### src/rtl/insn_launcher_pkg.sv
// Shared types for the vector issue stage: insn ids, VFU selector
// and the decoded-instruction bundle passed decoder -> launcher -> VFUs.
package insn_launcher_pkg;

    localparam int unsigned InsnIDNum = 8;
    typedef logic [$clog2(InsnIDNum)-1:0] insn_id_t;

    localparam int unsigned NrVFU = 3;

    typedef enum logic [1:0] {
        VFU_ALU = 2'd0,
        VFU_MUL = 2'd1,
        VFU_LSU = 2'd2
    } vfu_e;

    typedef struct packed {
        vfu_e       vfu;
        logic [7:0] op;
        logic [4:0] vd;
        logic [4:0] vs1;
        logic [4:0] vs2;
        insn_id_t   insn_id;
    } issue_req_t;

    // Out-of-range selectors decode to all zeros rather than aliasing a VFU.
    function automatic logic [NrVFU-1:0] vfu_onehot(vfu_e v);
        logic [NrVFU-1:0] oh;
        oh = '0;
        for (int k = 0; k < int'(NrVFU); k++) begin
            oh[k] = (int'(v) == k);
        end
        return oh;
    endfunction

endpackage

### src/rtl/insn_launcher_if.sv
// Issue-side bundle: decoder handshake, scoreboard view, VFU dispatch
// and completion. Signal suffixes are relative to the launcher.
interface insn_launcher_if;
    import insn_launcher_pkg::*;

    logic                  dec_valid_i;
    logic                  dec_ready_o;
    issue_req_t            dec_req_i;
    issue_req_t            issue_req_o;
    logic                  is_issued_o;
    logic                  stall_i;
    logic [NrVFU-1:0]      vfu_valid_o;
    logic [NrVFU-1:0]      vfu_ready_i;
    logic [NrVFU-1:0]      insn_done_i;
    insn_id_t [NrVFU-1:0]  insn_done_id_i;
    logic                  idle_o;

    modport master (
        input  dec_valid_i,
        input  dec_req_i,
        input  stall_i,
        input  vfu_ready_i,
        input  insn_done_i,
        input  insn_done_id_i,
        output dec_ready_o,
        output issue_req_o,
        output is_issued_o,
        output vfu_valid_o,
        output idle_o
    );

    modport slave (
        output dec_valid_i,
        output dec_req_i,
        output stall_i,
        output vfu_ready_i,
        output insn_done_i,
        output insn_done_id_i,
        input  dec_ready_o,
        input  issue_req_o,
        input  is_issued_o,
        input  vfu_valid_o,
        input  idle_o
    );

endinterface

### src/rtl/insn_launcher_id_allocator.sv
// Free-id bitmap: hands out the lowest free insn_id and takes ids
// back from any number of completing VFUs in the same cycle.
module insn_launcher_id_allocator
    import insn_launcher_pkg::*;
#(
    parameter int unsigned NrIds = InsnIDNum
) (
    input  logic                 clk_i,
    input  logic                 rst_ni,
    input  logic                 alloc_i,
    output insn_id_t             alloc_id_o,
    output logic                 any_free_o,
    output logic                 all_free_o,
    output logic [NrIds-1:0]     free_o,
    input  logic [NrVFU-1:0]     rel_valid_i,
    input  insn_id_t [NrVFU-1:0] rel_id_i
);

    logic [NrIds-1:0] free_d, free_q;

    always_comb begin
        alloc_id_o = '0;
        for (int i = int'(NrIds) - 1; i >= 0; i--) begin
            if (free_q[i]) alloc_id_o = insn_id_t'(i);
        end
    end

    // Releases are applied after the allocation so both land together.
    always_comb begin
        free_d = free_q;
        if (alloc_i) free_d[alloc_id_o] = 1'b0;
        for (int k = 0; k < int'(NrVFU); k++) begin
            if (rel_valid_i[k]) free_d[rel_id_i[k]] = 1'b1;
        end
    end

    always_ff @(posedge clk_i or negedge rst_ni) begin
        if (!rst_ni) begin
            free_q <= '1;
        end else begin
            free_q <= free_d;
        end
    end

    assign any_free_o = |free_q;
    assign all_free_o = &free_q;
    assign free_o     = free_q;

endmodule

### src/rtl/insn_launcher.sv
// Vector issue stage: holds one decoded insn, stamps it with a free
// insn_id and dispatches it to its VFU once the scoreboard allows.
module insn_launcher
    import insn_launcher_pkg::*;
#(
    parameter int unsigned NrIds = InsnIDNum
) (
    input  logic            clk_i,
    input  logic            rst_ni,
    insn_launcher_if.master bus
);

    logic             hold_valid_d, hold_valid_q;
    issue_req_t       hold_req_d, hold_req_q;
    logic [NrVFU-1:0] vfu_hit;
    logic             fire;
    logic             accept;
    logic             dec_ready;
    logic             any_free;
    logic             all_free;
    insn_id_t         alloc_id;
    logic [NrIds-1:0] free;

    insn_launcher_id_allocator #(
        .NrIds (NrIds)
    ) i_ids (
        .clk_i       (clk_i),
        .rst_ni      (rst_ni),
        .alloc_i     (accept),
        .alloc_id_o  (alloc_id),
        .any_free_o  (any_free),
        .all_free_o  (all_free),
        .free_o      (free),
        .rel_valid_i (bus.insn_done_i),
        .rel_id_i    (bus.insn_done_id_i)
    );

    assign vfu_hit   = vfu_onehot(hold_req_q.vfu);
    assign fire      = hold_valid_q & ~bus.stall_i
                     & |(vfu_hit & bus.vfu_ready_i);
    assign dec_ready = any_free & (~hold_valid_q | fire);
    assign accept    = bus.dec_valid_i & dec_ready;

    // Accept wins over fire so a back-to-back handoff leaves no bubble.
    always_comb begin
        hold_valid_d = hold_valid_q;
        hold_req_d   = hold_req_q;
        if (fire) hold_valid_d = 1'b0;
        if (accept) begin
            hold_valid_d       = 1'b1;
            hold_req_d         = bus.dec_req_i;
            hold_req_d.insn_id = alloc_id;
        end
    end

    always_ff @(posedge clk_i or negedge rst_ni) begin
        if (!rst_ni) begin
            hold_valid_q <= 1'b0;
            hold_req_q   <= '0;
        end else begin
            hold_valid_q <= hold_valid_d;
            hold_req_q   <= hold_req_d;
        end
    end

    assign bus.dec_ready_o = dec_ready;
    assign bus.issue_req_o = hold_req_q;
    assign bus.is_issued_o = fire;
    assign bus.vfu_valid_o = {NrVFU{hold_valid_q & ~bus.stall_i}} & vfu_hit;
    assign bus.idle_o      = ~hold_valid_q & all_free;

    a_vfu_range: assert property (@(posedge clk_i) disable iff (!rst_ni)
        hold_valid_q |-> (int'(hold_req_q.vfu) < int'(NrVFU)));

    a_dec_stable: assert property (@(posedge clk_i) disable iff (!rst_ni)
        bus.dec_valid_i && !dec_ready |=> $stable(bus.dec_req_i));

    a_hold_kept: assert property (@(posedge clk_i) disable iff (!rst_ni)
        hold_valid_q && !fire |=> hold_valid_q && $stable(hold_req_q));

    for (genvar k = 0; k < int'(NrVFU); k++) begin : g_rel_chk
        a_rel_busy: assert property (@(posedge clk_i) disable iff (!rst_ni)
            bus.insn_done_i[k] |-> !free[bus.insn_done_id_i[k]]);
        for (genvar j = 0; j < k; j++) begin : g_pair
            a_rel_uniq: assert property (@(posedge clk_i) disable iff (!rst_ni)
                !(bus.insn_done_i[j] && bus.insn_done_i[k]
                  && bus.insn_done_id_i[j] == bus.insn_done_id_i[k]));
        end
    end

endmodule

### src/flat_wrapper.sv
// flat-port wrapper written by rule: the top's interface ports become plain ports
module insn_launcher_flat import insn_launcher_pkg::*;
#(
    parameter int unsigned NrIds = InsnIDNum
)
  (clk_i, rst_ni, bus_dec_valid_i, bus_dec_req_i, bus_stall_i, bus_vfu_ready_i, bus_insn_done_i, bus_insn_done_id_i, bus_dec_ready_o, bus_issue_req_o, bus_is_issued_o, bus_vfu_valid_o, bus_idle_o);
  insn_launcher_if bus_i ();
  input  logic clk_i;
  input  logic rst_ni;
  input wire logic [$bits(bus_i.dec_valid_i)-1:0] bus_dec_valid_i;
  input wire logic [$bits(bus_i.dec_req_i)-1:0] bus_dec_req_i;
  input wire logic [$bits(bus_i.stall_i)-1:0] bus_stall_i;
  input wire logic [$bits(bus_i.vfu_ready_i)-1:0] bus_vfu_ready_i;
  input wire logic [$bits(bus_i.insn_done_i)-1:0] bus_insn_done_i;
  input wire logic [$bits(bus_i.insn_done_id_i)-1:0] bus_insn_done_id_i;
  output wire logic [$bits(bus_i.dec_ready_o)-1:0] bus_dec_ready_o;
  output wire logic [$bits(bus_i.issue_req_o)-1:0] bus_issue_req_o;
  output wire logic [$bits(bus_i.is_issued_o)-1:0] bus_is_issued_o;
  output wire logic [$bits(bus_i.vfu_valid_o)-1:0] bus_vfu_valid_o;
  output wire logic [$bits(bus_i.idle_o)-1:0] bus_idle_o;
  assign bus_i.dec_valid_i = bus_dec_valid_i;
  assign bus_i.dec_req_i = bus_dec_req_i;
  assign bus_i.stall_i = bus_stall_i;
  assign bus_i.vfu_ready_i = bus_vfu_ready_i;
  assign bus_i.insn_done_i = bus_insn_done_i;
  assign bus_i.insn_done_id_i = bus_insn_done_id_i;
  assign bus_dec_ready_o = bus_i.dec_ready_o;
  assign bus_issue_req_o = bus_i.issue_req_o;
  assign bus_is_issued_o = bus_i.is_issued_o;
  assign bus_vfu_valid_o = bus_i.vfu_valid_o;
  assign bus_idle_o = bus_i.idle_o;
  insn_launcher #(.NrIds(NrIds)) u_core (.clk_i(clk_i), .rst_ni(rst_ni), .bus(bus_i));
endmodule
### config.mk
export PLATFORM = sky130hd
export DESIGN_NAME = insn_launcher_flat
export DESIGN_NICKNAME = d
export VERILOG_FILES = /design/src/rtl/insn_launcher_pkg.sv /design/src/rtl/insn_launcher_if.sv /design/src/rtl/insn_launcher_id_allocator.sv /design/src/rtl/insn_launcher.sv /design/src/flat_wrapper.sv
export SDC_FILE = /design/constraint.sdc
export NUM_CORES = 1
export LEC_CHECK = 0
export ABC_AREA = 1
export ABC_CLOCK_PERIOD_IN_PS = 1800
export CAP_MARGIN = 20
export CORE_MARGIN = 2
export CORE_UTILIZATION = 42
export CTS_CLUSTER_SIZE = 12
export DETAILED_ROUTE_END_ITERATION = 8
export GPL_TIMING_DRIVEN = 0
export HOLD_SLACK_MARGIN = 0.06
export PLACE_DENSITY = 0.8
export SYNTH_ARGS = -nofsm -noshare
export SYNTH_HDL_FRONTEND = slang
export SYNTH_SLANG_ARGS = --single-unit
### constraint.sdc
create_clock -name clk_i -period 1.8 [get_ports clk_i]
set_clock_uncertainty 0.1 [all_clocks]
set_input_delay 0.27 -clock clk_i [delete_from_list [all_inputs] [get_ports clk_i]]
set_output_delay 0.27 -clock clk_i [all_outputs]
set_load 0.1 [all_outputs]
### After elaboration in Yosys (flattened, before gate mapping)

Cells that the tools add are included.

* equal/unequal tests: 2
* bitwise logic cells: 15
* order comparisons: 8
* multiplexer cells: 22
* reductions and logical operators: 9

Operators by type and width (count)
* $mux 8: 4
* $mux 3: 8
* $or 8x8->8: 3
* $lt 3x4->1 const B: 4
* $demux 1 s3: 4
* $ge 3x1->1 const B: 4
* $and 8x8->8: 1
* $not 8->8: 1
* $reduce_and 8->1: 1
* $reduce_or 8->1: 1
* $and 3x3->3: 2
* $mux 1: 6
* $and 1x1->1: 5
* $eq 2x2->1 const B: 2
* $logic_and 1x1->1: 4
* $reduce_or 3->1: 1
* $logic_not 2->1: 1
* $not 1->1: 2
* $reduce_bool 2->1: 1
* $or 1x1->1: 1

* input port bits: 47
* logic and storage cells: 64
* register bits after elaboration: 37

### Longest topological paths before layout

* word-level depth: 21
* depth in mapped cells: 11

### Hierarchy

Synthesis repeated with hierarchy kept, for this count alone.

* cells, all modules: 257
* area, all modules: 1981.9 µm²

By module, submodules not included
* insn_launcher: instances 1, seq. area each 725.7 µm², cells an instance 147, area each 1285.0 µm²
* insn_launcher_id_allocator: instances 1, seq. area each 210.2 µm², cells an instance 110, area each 696.9 µm²

### Least setup slack after synthesis

OpenSTA, ideal clock, no wires.

* path kind: register to output
* from: reg u_core.hold_req_q, in the netlist u_core.bus.issue_req_o[27]
* to: out bus_vfu_valid_o[2]
* slack: -1.829 ns
* data required time: 1.430 ns
* stages on the path, launching flop included: 3
* arrival: 3.259 ns
* path through: dfrtp_1 > inv_1 > nor3_1

* longest elaborated chain between the ends: 2

Ends and longest elaborated chain
* from (decl): line insn_launcher.sv:14 `issue_req_t hold_req_d, hold_req_q;`
* from (signal assigned): line insn_launcher.sv:62 `hold_req_q <= hold_req_d;`
* $eq 2x2->1: line insn_launcher_pkg.sv:30 `oh[k] = (int'(v) == k);`
* $and 3x3->3: line insn_launcher.sv:69 `assign bus.vfu_valid_o = {NrVFU{hold_valid_q & ~bus.stall_i}} & vfu_hit;`
* to (decl): line flat_wrapper.sv:19 `output wire logic [$bits(bus_i.vfu_valid_o)-1:0] bus_vfu_valid_o;`

Every way passes these cells.

### Worst setup path in the final report

* from: reg u_core.hold_req_q, in the netlist u_core.bus.issue_req_o[27]
* to: out bus_dec_ready_o

* longest elaborated chain between the ends: 6

Ends and longest elaborated chain
* $eq 2x2->1 or $logic_not 2->1 (tied branches): line insn_launcher_pkg.sv:30
* $and 3x3->3 (*): line insn_launcher.sv:40 `& |(vfu_hit & bus.vfu_ready_i);`
* $reduce_or 3->1 (*): line insn_launcher.sv:40
* $and 1x1->1 (*): line insn_launcher.sv:40
* $or 1x1->1 (*): line insn_launcher.sv:41 `assign dec_ready = any_free & (~hold_valid_q | fire);`
* $and 1x1->1 (*): line insn_launcher.sv:41
* to (decl): line flat_wrapper.sv:16 `output wire logic [$bits(bus_i.dec_ready_o)-1:0] bus_dec_ready_o;`

Every way passes the cells marked *; elsewhere a longest branch is shown, timed or not.

==> results.toml <==
[run_status]
status = "finished, violations left"
violations = "setup timing"

[floorplanning]
die_w_um = 70.4
die_area_um2 = 4960
rows = 24
core-area_um2 = 4290
pin_count = 81
start_util = 0.432
dieHeight_um = 70.4

[logic_synthesis]
syn_inst = 233
yosysUniqueCellTypes = 28
ys_ff_latch = 37
yosysTopAreaCell = "dfrtp_1"
synth_area_um2 = 1850
ys_seq_area_frac = 0.505
yosys_warnings = 0
synth_top_area_frac = 0.392
syn_avg_cell_area_um2 = 7.95
synth_nets = 280
yosys-top-cells-area = "dfrtp_1 39%, nand2_1 20%, dfstp_2 11%"

[global_routing]
overflow = 0
antenna_found_initial = 0
grt_max_degree = 38
grt_pass1_wl_um = 8290
grt.total_usage = 0.207
grt_pass1_vias = 1879

[worst_setup_path]
crit_cells = 7
worst_path_max_delay_cell = "dfrtp_4"
crit_path_max_fanout = 4
worst-path-buf-inv = 2
end_kind = "output port"
critPathLaunchType = "flop"
cp.required_ps = 1430
reg2reg_depth = 11
path_cells = "inv_4, nand3_1, nand3_2, nand2_2, nand2_2, and2_4, buf_12"
path_class = "reg2out"
cp.arrival_ps = 1520
max_stage_delay_ps = 510
cpMostUsedCell = "nand2_2"
cpLargestDelayFamily = "flip-flops"

[timing]
post-route-min-period_ps = 1890
fin_ws_ps = -94.5
setup_viol = 1
relSlewSlack = 0.458
hold_viol_final = 0
rsz0062_at_grt = "true"
worstMarginPinSlew_ps = 813
fmax_ghz = 0.528
maxSlewViolCount = 0
timing.final.crit_share = 1.05

[cells_and_area]
fin_util = 0.707
final_common_cell = "nand2_1"
mostFrequentLayoutCells = "97 x nand2_1, 42 x clkdlybuf4s50_1, 27 x clkdlybuf4s15_2, 27 x dfrtp_1, 15 x inv_1"
area.growth.synth_to_final_pct = 63.9
drive_gt1_frac = 0.268
antenna_cells = 0
nNetsFinal = 371

[routing]
vias = 1886
via_per_inst = 5.00
routedWlPerCell_um = 13.2
drt_iter0_drc = 98
wirelength_um = 4960
dr.pass1.iters = 4
drc = 0
final_antenna_net_count = 0

[clock_network]
cts_buffers = 5
clk_pin_slew_ps = 70
cts_tree = "done"
clkSinkCount = 37
clk_latency_ps = 280
htreeDepth = 2
cts.path.max_buffers = 2
cts_root_buf = "clkbuf_8"

[min_path]
holdCritPathClass = "reg2reg"
hold-path-cell-count = 2

[placement]
gp_congestion = 0.882
hpwlAfterDp_um = 3500
portBuffers = 77

[run]
max-cap-violations = 0
[sequential cells by signal, indices dropped and copies added (netlist names)]
signal and count:
u_core.bus.issue_req_o 28, u_core.i_ids.free_o 8, u_core.hold_valid_q 1
[Yosys cell counts (all sizes together)]
| master | number |
|---|---|
| o21bai | 2 |
| a41oi | 2 |
| o211ai | 1 |
| nand3b | 2 |
| a21oi | 1 |
| a211oi | 1 |
| dfrtp | 29 |
| o221a | 2 |
| nor3 | 5 |
| dfstp | 8 |
| nor2 | 9 |
| inv | 21 |
| nand2 | 100 |
| nand3 | 16 |
| nand4 | 10 |
| o311ai | 1 |
| o21ai | 12 |
| or2 | 1 |
| o22ai | 1 |
| and2 | 1 |
| buf | 6 |
| clkinv | 1 |
| a31oi | 1 |
[per-layer routing]
layer	part of all wire	track usage	vias up
met5	0	0	-
met4	0.015	0.0641	0
met3	0.064	0.0447	8
met2	0.49	0.363	72
met1	0.43	0.254	861
li1	-	-	945
[worst paths after layout]
path	slack [ps]	end	start
setup reg to reg	30	u_core.bus.issue_req_o[24]	u_core.bus.issue_req_o[27]
setup / recovery	-90	bus_dec_ready_o	u_core.bus.issue_req_o[27]
min in group asynchronous	510	u_core.bus.issue_req_o[4]	rst_ni
hold / removal	380	u_core.bus.issue_req_o[8]	u_core.bus.issue_req_o[8]
hold reg to reg	380	u_core.bus.issue_req_o[8]	u_core.bus.issue_req_o[8]
max in group asynchronous	490	u_core.bus.issue_req_o[26]	rst_ni
[area by class of cell]
type / instances / area, um2
fill: 330 / 1260
sequential: 37 / 943
timing repair buffer: 84 / 921
multi-input combinational: 168 / 846
inverter: 22 / 93.8
clock buffer: 6 / 72.6
tap: 52 / 65.1
buffer: 6 / 61.3
clock inverter: 2 / 35.0
[logic make-up (layout without fill, tap and decap cells)]
family                 count (synthesis)  in the layout  share of synthesized area
and+or+nand+nor                      144            144                      0.333
DFF                                   37             37                      0.505
buffers and inverters                 28            120                     0.0776
AOI/OAI and AO/OA                     24             24                     0.0844
[worst register-to-register path, delay by kind of cell (launching register included)]
family | cells | cell delay (ps)
flip-flops | 1 | 510
AND/OR/NAND/NOR | 7 | 540
buffers and inverters | 4 | 520
[timing repair]
item / 4_1_cts / 5_1_grt
buffers inserted: 3 / 4
hold buffers: 1 / 0
gates resized for setup: 132 / 19
pin swaps: 0 / 5
endpoints found under the setup margin: 34 / 29
endpoints found under the hold margin: 29 / 0
[per-stage QoR]
stage	cells	worst slack (ps)	setup TNS, ps	hold WS (ps)	cell area, um2
2_1_floorplan	233	-59.2	-155	-126	1920
3_3_place_gp	362	-939	-20890	361	2760
3_5_place_dp	362	-935	-6470	308	2760
4_1_cts	374	-143	-283	383	2960
5_1_grt	377	-153	-961	407	3040
6_report	377	-94.5	-94.5	380	3040
Power is not shown: default switching activity piles up to over one toggle a cycle in this logic, so the estimate is an artifact.
